<file path="config.mk">
export PLATFORM = sky130hd
export DESIGN_NAME = ppu_oam
export DESIGN_NICKNAME = d
export VERILOG_FILES = /design/src/rtl/ppu_oam.sv
export SDC_FILE = /design/constraint.sdc
export NUM_CORES = 2
export LEC_CHECK = 0
export BUFFER_PORTS_ARGS = -buffer_cell sky130_fd_sc_hd__buf_4
export CAP_MARGIN = 20
export CORE_MARGIN = 5
export CORE_UTILIZATION = 50
export DETAILED_ROUTE_END_ITERATION = 7
export PLACE_DENSITY = 0.7
export SLEW_MARGIN = 20
export SYNTH_ARGS = -nofsm -noshare
export SYNTH_HDL_FRONTEND = slang
export SYNTH_SLANG_ARGS = --single-unit
export TNS_END_PERCENT = 5
</file>
<file path="constraint.sdc">
create_clock -name clk_in -period 22.3 [get_ports clk_in]
set_input_delay 2.23 -clock clk_in [delete_from_list [all_inputs] [get_ports clk_in]]
set_output_delay 2.23 -clock clk_in [all_outputs]
set_load 0.1 [all_outputs]
</file>
<file path="src/rtl/ppu_oam.sv">
// ppu_oam - primary sprite attribute memory (256x8) and the per-scanline
// sprite-evaluation engine that fills an 8-slot secondary OAM.
//
// Optional feature macro: OAM_ATTR_MASK_EN
//   When defined, attribute bytes (address[1:0] == 2) read through OAMDATA
//   or copied into secondary OAM have bits [4:2] forced to 0.
//
// Ports:
//   clk_in, rst_in           clock, asynchronous active-high reset
//   ri_sel_in/ri_ncs_in/
//   ri_r_nw_in/ri_d_in       PPU register interface (3=OAMADDR, 4=OAMDATA)
//   ri_d_out                 OAMDATA read data (combinational, 0 when idle)
//   eval_start_in            pulse starting (or restarting) an evaluation
//   scanline_in, spr_h_in    target scanline and sprite height, sampled on start
//   eval_busy_out            evaluation in progress (CLEAR/SCAN/COPY)
//   eval_done_out            one-cycle completion pulse
//   soam_cnt_out             sprites found (0-8)
//   overflow_out             a ninth in-range sprite was seen
//   spr0_in_out              sprite 0 sits in secondary slot 0
//   soam_a_in, soam_d_out    secondary OAM read port (combinational)
module ppu_oam #(
  parameter int SOAM_SLOTS = 8
) (
  input  logic       clk_in,
  input  logic       rst_in,
  input  logic [2:0] ri_sel_in,
  input  logic       ri_ncs_in,
  input  logic       ri_r_nw_in,
  input  logic [7:0] ri_d_in,
  output logic [7:0] ri_d_out,
  input  logic       eval_start_in,
  input  logic [7:0] scanline_in,
  input  logic       spr_h_in,
  output logic       eval_busy_out,
  output logic       eval_done_out,
  output logic [3:0] soam_cnt_out,
  output logic       overflow_out,
  output logic       spr0_in_out,
  input  logic [4:0] soam_a_in,
  output logic [7:0] soam_d_out
);

`ifdef OAM_ATTR_MASK_EN
  localparam logic ATTR_MASK = 1'b1;
`else
  localparam logic ATTR_MASK = 1'b0;
`endif

  // Attribute byte bits [4:2] do not exist on the real part.
  function automatic logic [7:0] attr_mask(input logic [7:0] d, input logic [1:0] idx);
    if (ATTR_MASK && (idx == 2'd2)) begin
      return d & 8'hE3;
    end else begin
      return d;
    end
  endfunction

  typedef enum logic [2:0] {
    ST_IDLE  = 3'd0,
    ST_CLEAR = 3'd1,
    ST_SCAN  = 3'd2,
    ST_COPY  = 3'd3,
    ST_DONE  = 3'd4
  } state_t;

  state_t      state;
  state_t      next_state;

  logic [7:0]  oam [0:255];
  logic [7:0]  soam [0:31];

  logic [7:0]  oam_addr;
  logic        ncs_q;
  logic        access;
  logic        oam_we;

  logic [5:0]  n;
  logic [4:0]  idx;
  logic [3:0]  cnt;
  logic [7:0]  scan_line;
  logic        spr_h;
  logic        overflow;
  logic        spr0;
  logic        busy;
  logic        done;

  logic [7:0]  spr_y;
  logic [8:0]  diff;
  logic        in_range;
  logic [7:0]  copy_byte;
  logic        slot_free;

  // One action per chip-select assertion: fire on the falling edge of ncs.
  assign access = ~ri_ncs_in & ncs_q;
  assign oam_we = access & ~ri_r_nw_in & (ri_sel_in == 3'd4);

  // Register-interface state: chip-select history and the OAM address pointer.
  always_ff @(posedge clk_in or posedge rst_in) begin
    if (rst_in) begin
      ncs_q    <= 1'b1;
      oam_addr <= 8'h00;
    end else begin
      ncs_q <= ri_ncs_in;
      if (access && !ri_r_nw_in) begin
        case (ri_sel_in)
          3'd3:    oam_addr <= ri_d_in;
          3'd4:    oam_addr <= oam_addr + 8'd1;
          default: oam_addr <= oam_addr;
        endcase
      end else begin
        oam_addr <= oam_addr;
      end
    end
  end

  // Primary OAM write port; contents deliberately survive reset.
  always_ff @(posedge clk_in) begin
    if (oam_we) begin
      oam[oam_addr] <= ri_d_in;
    end
  end

  // OAMDATA read path, driven only during an active read of register 4.
  always_comb begin
    ri_d_out = 8'h00;
    if (!ri_ncs_in && ri_r_nw_in && (ri_sel_in == 3'd4)) begin
      ri_d_out = attr_mask(oam[oam_addr], oam_addr[1:0]);
    end else begin
      ri_d_out = 8'h00;
    end
  end

  // Range test for the sprite under evaluation. A Y above the scanline
  // borrows into diff[8]; Y=0xFF can never be in range for lines 0-239.
  always_comb begin
    spr_y     = oam[{n, 2'b00}];
    diff      = {1'b0, scan_line} - {1'b0, spr_y};
    in_range  = 1'b0;
    if (!diff[8]) begin
      in_range = (diff[7:0] < (spr_h ? 8'd16 : 8'd8));
    end else begin
      in_range = 1'b0;
    end
    slot_free = (cnt < 4'(SOAM_SLOTS));
    copy_byte = attr_mask(oam[{n, idx[1:0]}], idx[1:0]);
  end

  // FSM state register.
  always_ff @(posedge clk_in or posedge rst_in) begin
    if (rst_in) begin
      state <= ST_IDLE;
    end else begin
      state <= next_state;
    end
  end

  // FSM next-state logic; a start pulse always (re)starts from CLEAR.
  always_comb begin
    next_state = state;
    if (eval_start_in) begin
      next_state = ST_CLEAR;
    end else begin
      case (state)
        ST_IDLE: next_state = ST_IDLE;
        ST_CLEAR: begin
          if (idx == 5'd31) begin
            next_state = ST_SCAN;
          end else begin
            next_state = ST_CLEAR;
          end
        end
        ST_SCAN: begin
          if (in_range) begin
            next_state = slot_free ? ST_COPY : ST_DONE;
          end else if (n == 6'd63) begin
            next_state = ST_DONE;
          end else begin
            next_state = ST_SCAN;
          end
        end
        ST_COPY: begin
          if (idx[1:0] == 2'd3) begin
            next_state = (n == 6'd63) ? ST_DONE : ST_SCAN;
          end else begin
            next_state = ST_COPY;
          end
        end
        ST_DONE: next_state = ST_IDLE;
        default: next_state = ST_IDLE;
      endcase
    end
  end

  // Evaluation datapath: counters, secondary OAM and registered status flags.
  always_ff @(posedge clk_in or posedge rst_in) begin
    if (rst_in) begin
      n         <= 6'd0;
      idx       <= 5'd0;
      cnt       <= 4'd0;
      scan_line <= 8'd0;
      spr_h     <= 1'b0;
      overflow  <= 1'b0;
      spr0      <= 1'b0;
      busy      <= 1'b0;
      done      <= 1'b0;
      for (int i = 0; i < 32; i++) begin
        soam[i] <= 8'hFF;
      end
    end else begin
      done <= (next_state == ST_DONE);
      busy <= (next_state == ST_CLEAR) || (next_state == ST_SCAN) ||
              (next_state == ST_COPY);
      if (eval_start_in) begin
        scan_line <= scanline_in;
        spr_h     <= spr_h_in;
        cnt       <= 4'd0;
        overflow  <= 1'b0;
        spr0      <= 1'b0;
        n         <= 6'd0;
        idx       <= 5'd0;
      end else begin
        case (state)
          ST_CLEAR: begin
            soam[idx] <= 8'hFF;
            idx       <= idx + 5'd1;   // wraps to 0, ready for the first COPY
          end
          ST_SCAN: begin
            if (in_range && slot_free) begin
              idx <= 5'd0;
            end else if (in_range) begin
              overflow <= 1'b1;
            end else begin
              n <= n + 6'd1;
            end
          end
          ST_COPY: begin
            soam[{cnt[2:0], idx[1:0]}] <= copy_byte;
            if (idx[1:0] == 2'd3) begin
              idx <= 5'd0;
              cnt <= cnt + 4'd1;
              n   <= n + 6'd1;
              if (n == 6'd0) begin
                spr0 <= 1'b1;
              end else begin
                spr0 <= spr0;
              end
            end else begin
              idx <= idx + 5'd1;
            end
          end
          default: begin
            idx <= idx;
          end
        endcase
      end
    end
  end

  assign eval_busy_out = busy;
  assign eval_done_out = done;
  assign soam_cnt_out  = cnt;
  assign overflow_out  = overflow;
  assign spr0_in_out   = spr0;
  assign soam_d_out    = soam[soam_a_in];

endmodule
</file>
=== Word level (Yosys, flattened, before mapping) ===
Memories as Yosys holds them, arrays and structs flattened.
Cells that the tools add are included.

* Flip-flop bits (word level): 296
* Latch bits: 0
* Bits in writable memories: 2,048
* ROM bits: 0
* Input port bits: 30
* Output and inout port bits: 24
* Word-level logic and storage cells: 153
* Memories kept: 1

* Add/sub/neg operators: 5
* Multipliers: 0
* Divide/modulo/power cells: 0
* Magnitude comparators: 7
* Eq/ne operators: 17
* Shifts and indexed selects: 0
* Mux-type cells: 42
* Bitwise gates (word level): 10
* Reduce and logical (&&, ||, !) cells: 27

{| class="wikitable"
|+ Memory list
! name !! depth !! width !! rd ports !! clocked after Yosys merged registers in !! write ports !! RTL line !! source
|-
| oam || 256 || 8 || 3 || 0 || 1 || 69 || <nowiki>logic [7:0] oam [0:255];</nowiki>
|}

{| class="wikitable"
|+ Operators by type and width
! kind !! number
|-
| case mux 256 bit (2 select lines) || 1
|-
| bitwise mux 256 bit || 1
|-
| OR 256 bit || 1
|-
| demux 8 bit (select 5 bit) || 2
|-
| binary-select mux 8 bit (select 5 bit) || 1
|-
| 2-to-1 mux 8 bit || 5
|-
| 2-to-1 mux 6 bit || 4
|-
| 2-to-1 mux 5 bit || 4
|-
| greater-or-equal comparator 6 bit, second input constant || 3
|-
| NOT 5 -> 6 bit || 3
|-
| case mux 8 bit (2 select lines) || 1
|-
| equality test 3 x 2 -> 1 bit, second input constant || 5
|-
| 2-to-1 mux 3 bit || 5
|-
| case mux 5 bit (3 select lines) || 1
|-
| nonzero test 2 bit || 7
|-
| < comparator 6 x 1 -> 1 bit, second input constant || 2
|-
| 2-to-1 mux 4 bit || 3
|-
| inequality test 3 bit, second input constant || 4
|-
| case mux 6 bit (2 select lines) || 1
|-
| 2-to-1 mux 1 bit || 11
|-
| case mux 3 bit (3 select lines) || 1
|-
| subtractor 8 x 8 -> 9 bit || 1
|-
| adder 8 x 1 -> 8 bit, second input constant || 1
|-
| < comparator 8 x 5 -> 1 bit || 1
|-
| other kinds (22) || 39
|}

=== Longest topological paths before layout ===
An unclocked memory read counts as a cell.

* Word-level depth: 10
* Mapped depth: 27
* Gate-level depth less buffers: 21

=== Worst setup path before layout ===
OpenSTA, ideal clock, no wires.

* Path type: input-to-output
* From: input soam_a_in[0]
* To: output soam_d_out[0]
* Arrival: 4.645 ns
* Data required time: 20.070 ns
* Slack: 15.425 ns
* Cell stages on the path: 5
* Buffers on the path: 2
* Path through: clkbuf_1 buf_1 mux4_2 mux4_2 mux2_2

* Longest elaborated chain between the ends: 4

{| class="wikitable"
|+ Ends and longest elaborated chain
! item !! RTL line !! source
|-
| from (decl) || 39 || <nowiki>input logic [4:0] soam_a_in,</nowiki>
|-
| NOT 5 -> 6 bit (not written as such) || 264 || <nowiki>assign soam_d_out = soam[soam_a_in];</nowiki>
|-
| binary-select mux 8 bit (select 5 bit) || 264 ||
|-
| 2-to-1 mux 8 bit (not written as such) (2 in series) || 264 ||
|-
| to (decl) || 40 || <nowiki>output logic [7:0] soam_d_out</nowiki>
|}

Every way passes these cells. The select of a mux whose other input is x is not followed.

=== Final worst setup path ===
* From: register oam_addr[1]
* To: output ri_d_out[6]

* Longest elaborated chain between the ends: 2

{| class="wikitable"
|+ Ends and longest elaborated chain
! item !! RTL line !! source
|-
| from (decl) || 72 || <nowiki>logic [7:0] oam_addr;</nowiki>
|-
| from (signal assigned) || 106 || <nowiki>3'd3: oam_addr <= ri_d_in;</nowiki>
|-
| from (signal assigned) || 107 || <nowiki>3'd4: oam_addr <= oam_addr + 8'd1;</nowiki>
|-
| from (signal assigned) || 108 || <nowiki>default: oam_addr <= oam_addr;</nowiki>
|-
| memory read (256 x 8 bit) || - ||
|-
| 2-to-1 mux 8 bit || 126 || <nowiki>if (!ri_ncs_in && ri_r_nw_in && (ri_sel_in == 3'd4)) begin</nowiki>
|-
| to (decl) || 30 || <nowiki>output logic [7:0] ri_d_out,</nowiki>
|}

Every way passes these cells.

==> results_dict.tcl <==
set metrics [dict create \
    drt-pass1-iter-count 6 \
    drv_slew 0 \
    netlist_area_um2 114000 \
    via_per_inst 7.26 \
    max_clock_freq_mhz 106 \
    synth.largest_area_cell "edfxtp_1" \
    yosys_warnings 0 \
    yosysSeqAreaShare_pct 60.6 \
    worst_pin_slew_ns 1.24 \
    synth_seq_cells 2344 \
    clock_sinks 2344 \
    cap_viol_max_count 0 \
    worstPathMaxFanout 129 \
    gp_congestion 0.912 \
    worstPathCellList "buf_12 > buf_4 > buf_4 > mux4_2 > mux4_2 > mux4_2 > mux4_2 > nor2_1 > nor2_1 > buf_4" \
    fin_skew_ns 0.0917 \
    reg2reg_depth 21 \
    crit_arrival_ns 7.24 \
    mostFrequentLayoutCell "edfxtp_1" \
    hold_violations 0 \
    netlist_top_cells_area "edfxtp_1 (54%), mux4_2 (30%), dfstp_2 (5.9%)" \
    pin_count 54 \
    min_period_over_period_pct 42.5 \
    initial_core_util_pct 50.2 \
    period_minus_slack_ns 9.47 \
    fp.dieW_um 488 \
    ctsLongestPathBuffers 3 \
    clkLatencyLatePin_ns 0.93 \
    path_common_cell "mux4_2" \
    wl_per_cell_um 38.0 \
    slowest_stage "buf_4" \
    post_cts_buffers 0 \
    finalSetupViolCount 0 \
    fill_cells 16800 \
    hold_depth 2 \
    postRouteAntennaNets 0 \
    grt_max_degree 159 \
    rsz0062_at_grt "false" \
    clk_pin_slew_ns 0.06 \
    start_kind "register" \
    numCtsBuffers 231 \
    tns_ns 0 \
    tritoncts "done" \
    ctsResizeCount 0 \
    dp_slack_ns 13.46 \
    portBuffers 53 \
    slowest_delay_ns 0.91 \
    grt.overflow.total 0 \
    path_class "reg2out" \
    vias 66000 \
    hp-class "reg2reg" \
    cts_root_buffer "clkbuf_16" \
    dieArea_um2 238000 \
    yosysTopAreaCellShare_pct 53.8 \
    syn_nets 5955 \
    setup_slack_ns 12.83 \
    drcViolationCount 0 \
    status "finished clean" \
    vdd_ir_drop_max_mv 0.101 \
    first_iter_violations 10200 \
    finalWirelength_um 346000 \
    final_cell_mix "edfxtp_1 (2,048), mux4_2 (1,543), nand2_1 (372), nor2_1 (265), dfstp_2 (257)" \
    dp_hpwl_um 215000 \
    netlist_instances 5904 \
    synth_edf_count 2048 \
    cts-hold-fix-buffers 0 \
    h-tree-depth 4 \
    async_reset_ff_share_pct 12.6 \
    cp-end-kind "output port" \
    grtUsageTotal_pct 29.0 \
    area_growth_pct 10.5 \
    drive_gt1_share_pct 41.9 \
    p_leak_nw 39.1 \
    antenna_found_initial 14 \
    p_total_mw 11.7 \
    slew_headroom_pct 16.9 \
    crit_required_ns 20.07 \
    syn_avg_cell_area_um2 19.4 \
    fp.coreArea_um2 227000 \
    ys.flop_type "edfxtp_1" \
    ys_types 68 \
    grt_pass1_wl_um 491000 \
    final_net_count 5924 \
    rows 175 \
    grt_pass1_vias 65800 \
    p_per_area_nw_per_um2 93.0 \
    die_y_um 488 \
]
registers in the layout, summed over array words and instances (netlist names):
signal,cells
overflow_out,1
scan_line,8
n,6
soam_cnt_out,4
eval_done_out,1
spr_h,1
spr0_in_out,1
oam_addr,8
state,3
oam,2048
eval_busy_out,1
idx,5
soam,256
ncs_q,1
power by group:
group	internal (mW)	switching, mW
combinational	1.17	1.39
sequential	4.95	0.124
clock	2.33	1.77
kinds of logic (layout without fill, tap and decap cells):
logic type,Yosys count,after routing,share of synthesized area [%]
xor gates and xnor gates,7,7,0.0536
adders and majority gates,21,21,0.230
AOI/OAI and AO/OA,395,395,2.34
muxes,1635,1635,31.2
buffers and inverters,533,703,1.98
other,0,11,0
and+or+nand+nor,969,969,3.58
DFF,2344,2344,60.6
synthesized netlist by cell type (26+ instances only):
library cell	instances
o21ai_0	44
buf_1	83
mux2_2	29
mux4_2	1543
buf_2	137
dfrtp_1	39
a21oi_1	83
mux2i_1	63
inv_1	26
dfstp_2	257
nor3_1	42
nand3_1	140
o211ai_1	139
clkbuf_1	267
nand2_1	378
nor2_1	330
edfxtp_1	2048
routing by layer:
layer	global-route usage (%)	share of wire, %
met1	38.3	35
met2	44.8	47
met3	8.85	12
met4	13.4	5.4
met5	0	0.021
path summary, 6_finish.rpt:
| kind | from | end | slack, ns |
|---|---|---|---|
| worst max-delay path | oam_addr[1] | ri_d_out[6] | 12.83 |
| worst min-delay path | soam[177] | soam[177] | 0.48 |
| worst max register to register | n[0] | eval_done_out | 14.30 |
| worst min register to register | soam[177] | soam[177] | 0.48 |
| max in group asynchronous | rst_in | soam[183] | 18.77 |
| min in group asynchronous | rst_in | scan_line[3] | 1.44 |
worst max-delay path: cells and delay by family, from the launching register on:
family	cells	cell delay, ns
buffers and inverters	4	2.67
DFF	1	0.84
muxes	4	2.21
and+or+nand+nor	2	0.45
through the flow:
step	area [um^2]	util (%)	cells	hold slack, ns
floorplan	114000	-	5904	0.462
global placement	118000	51.9	8635	0.469
detailed placement	118000	51.9	8643	0.475
CTS	126000	55.4	9077	0.484
global route	126000	55.5	9086	0.493
finish	126000	55.5	9094	0.483
cell type report:
cell class | instances | area (um^2) | share of cell area (%)
Tap cell | 3009 | 3760 | 2.98
Antenna cell | 11 | 27.5 | 0.0218
Multi-Input combinational cell | 3027 | 43100 | 34.1
Inverter | 27 | 121 | 0.0961
Sequential cell | 2344 | 69300 | 54.8
Clock inverter | 168 | 1980 | 1.56
Timing Repair Buffer | 242 | 2080 | 1.65
Clock buffer | 266 | 6010 | 4.76
Power figures use the tool's default switching activity.
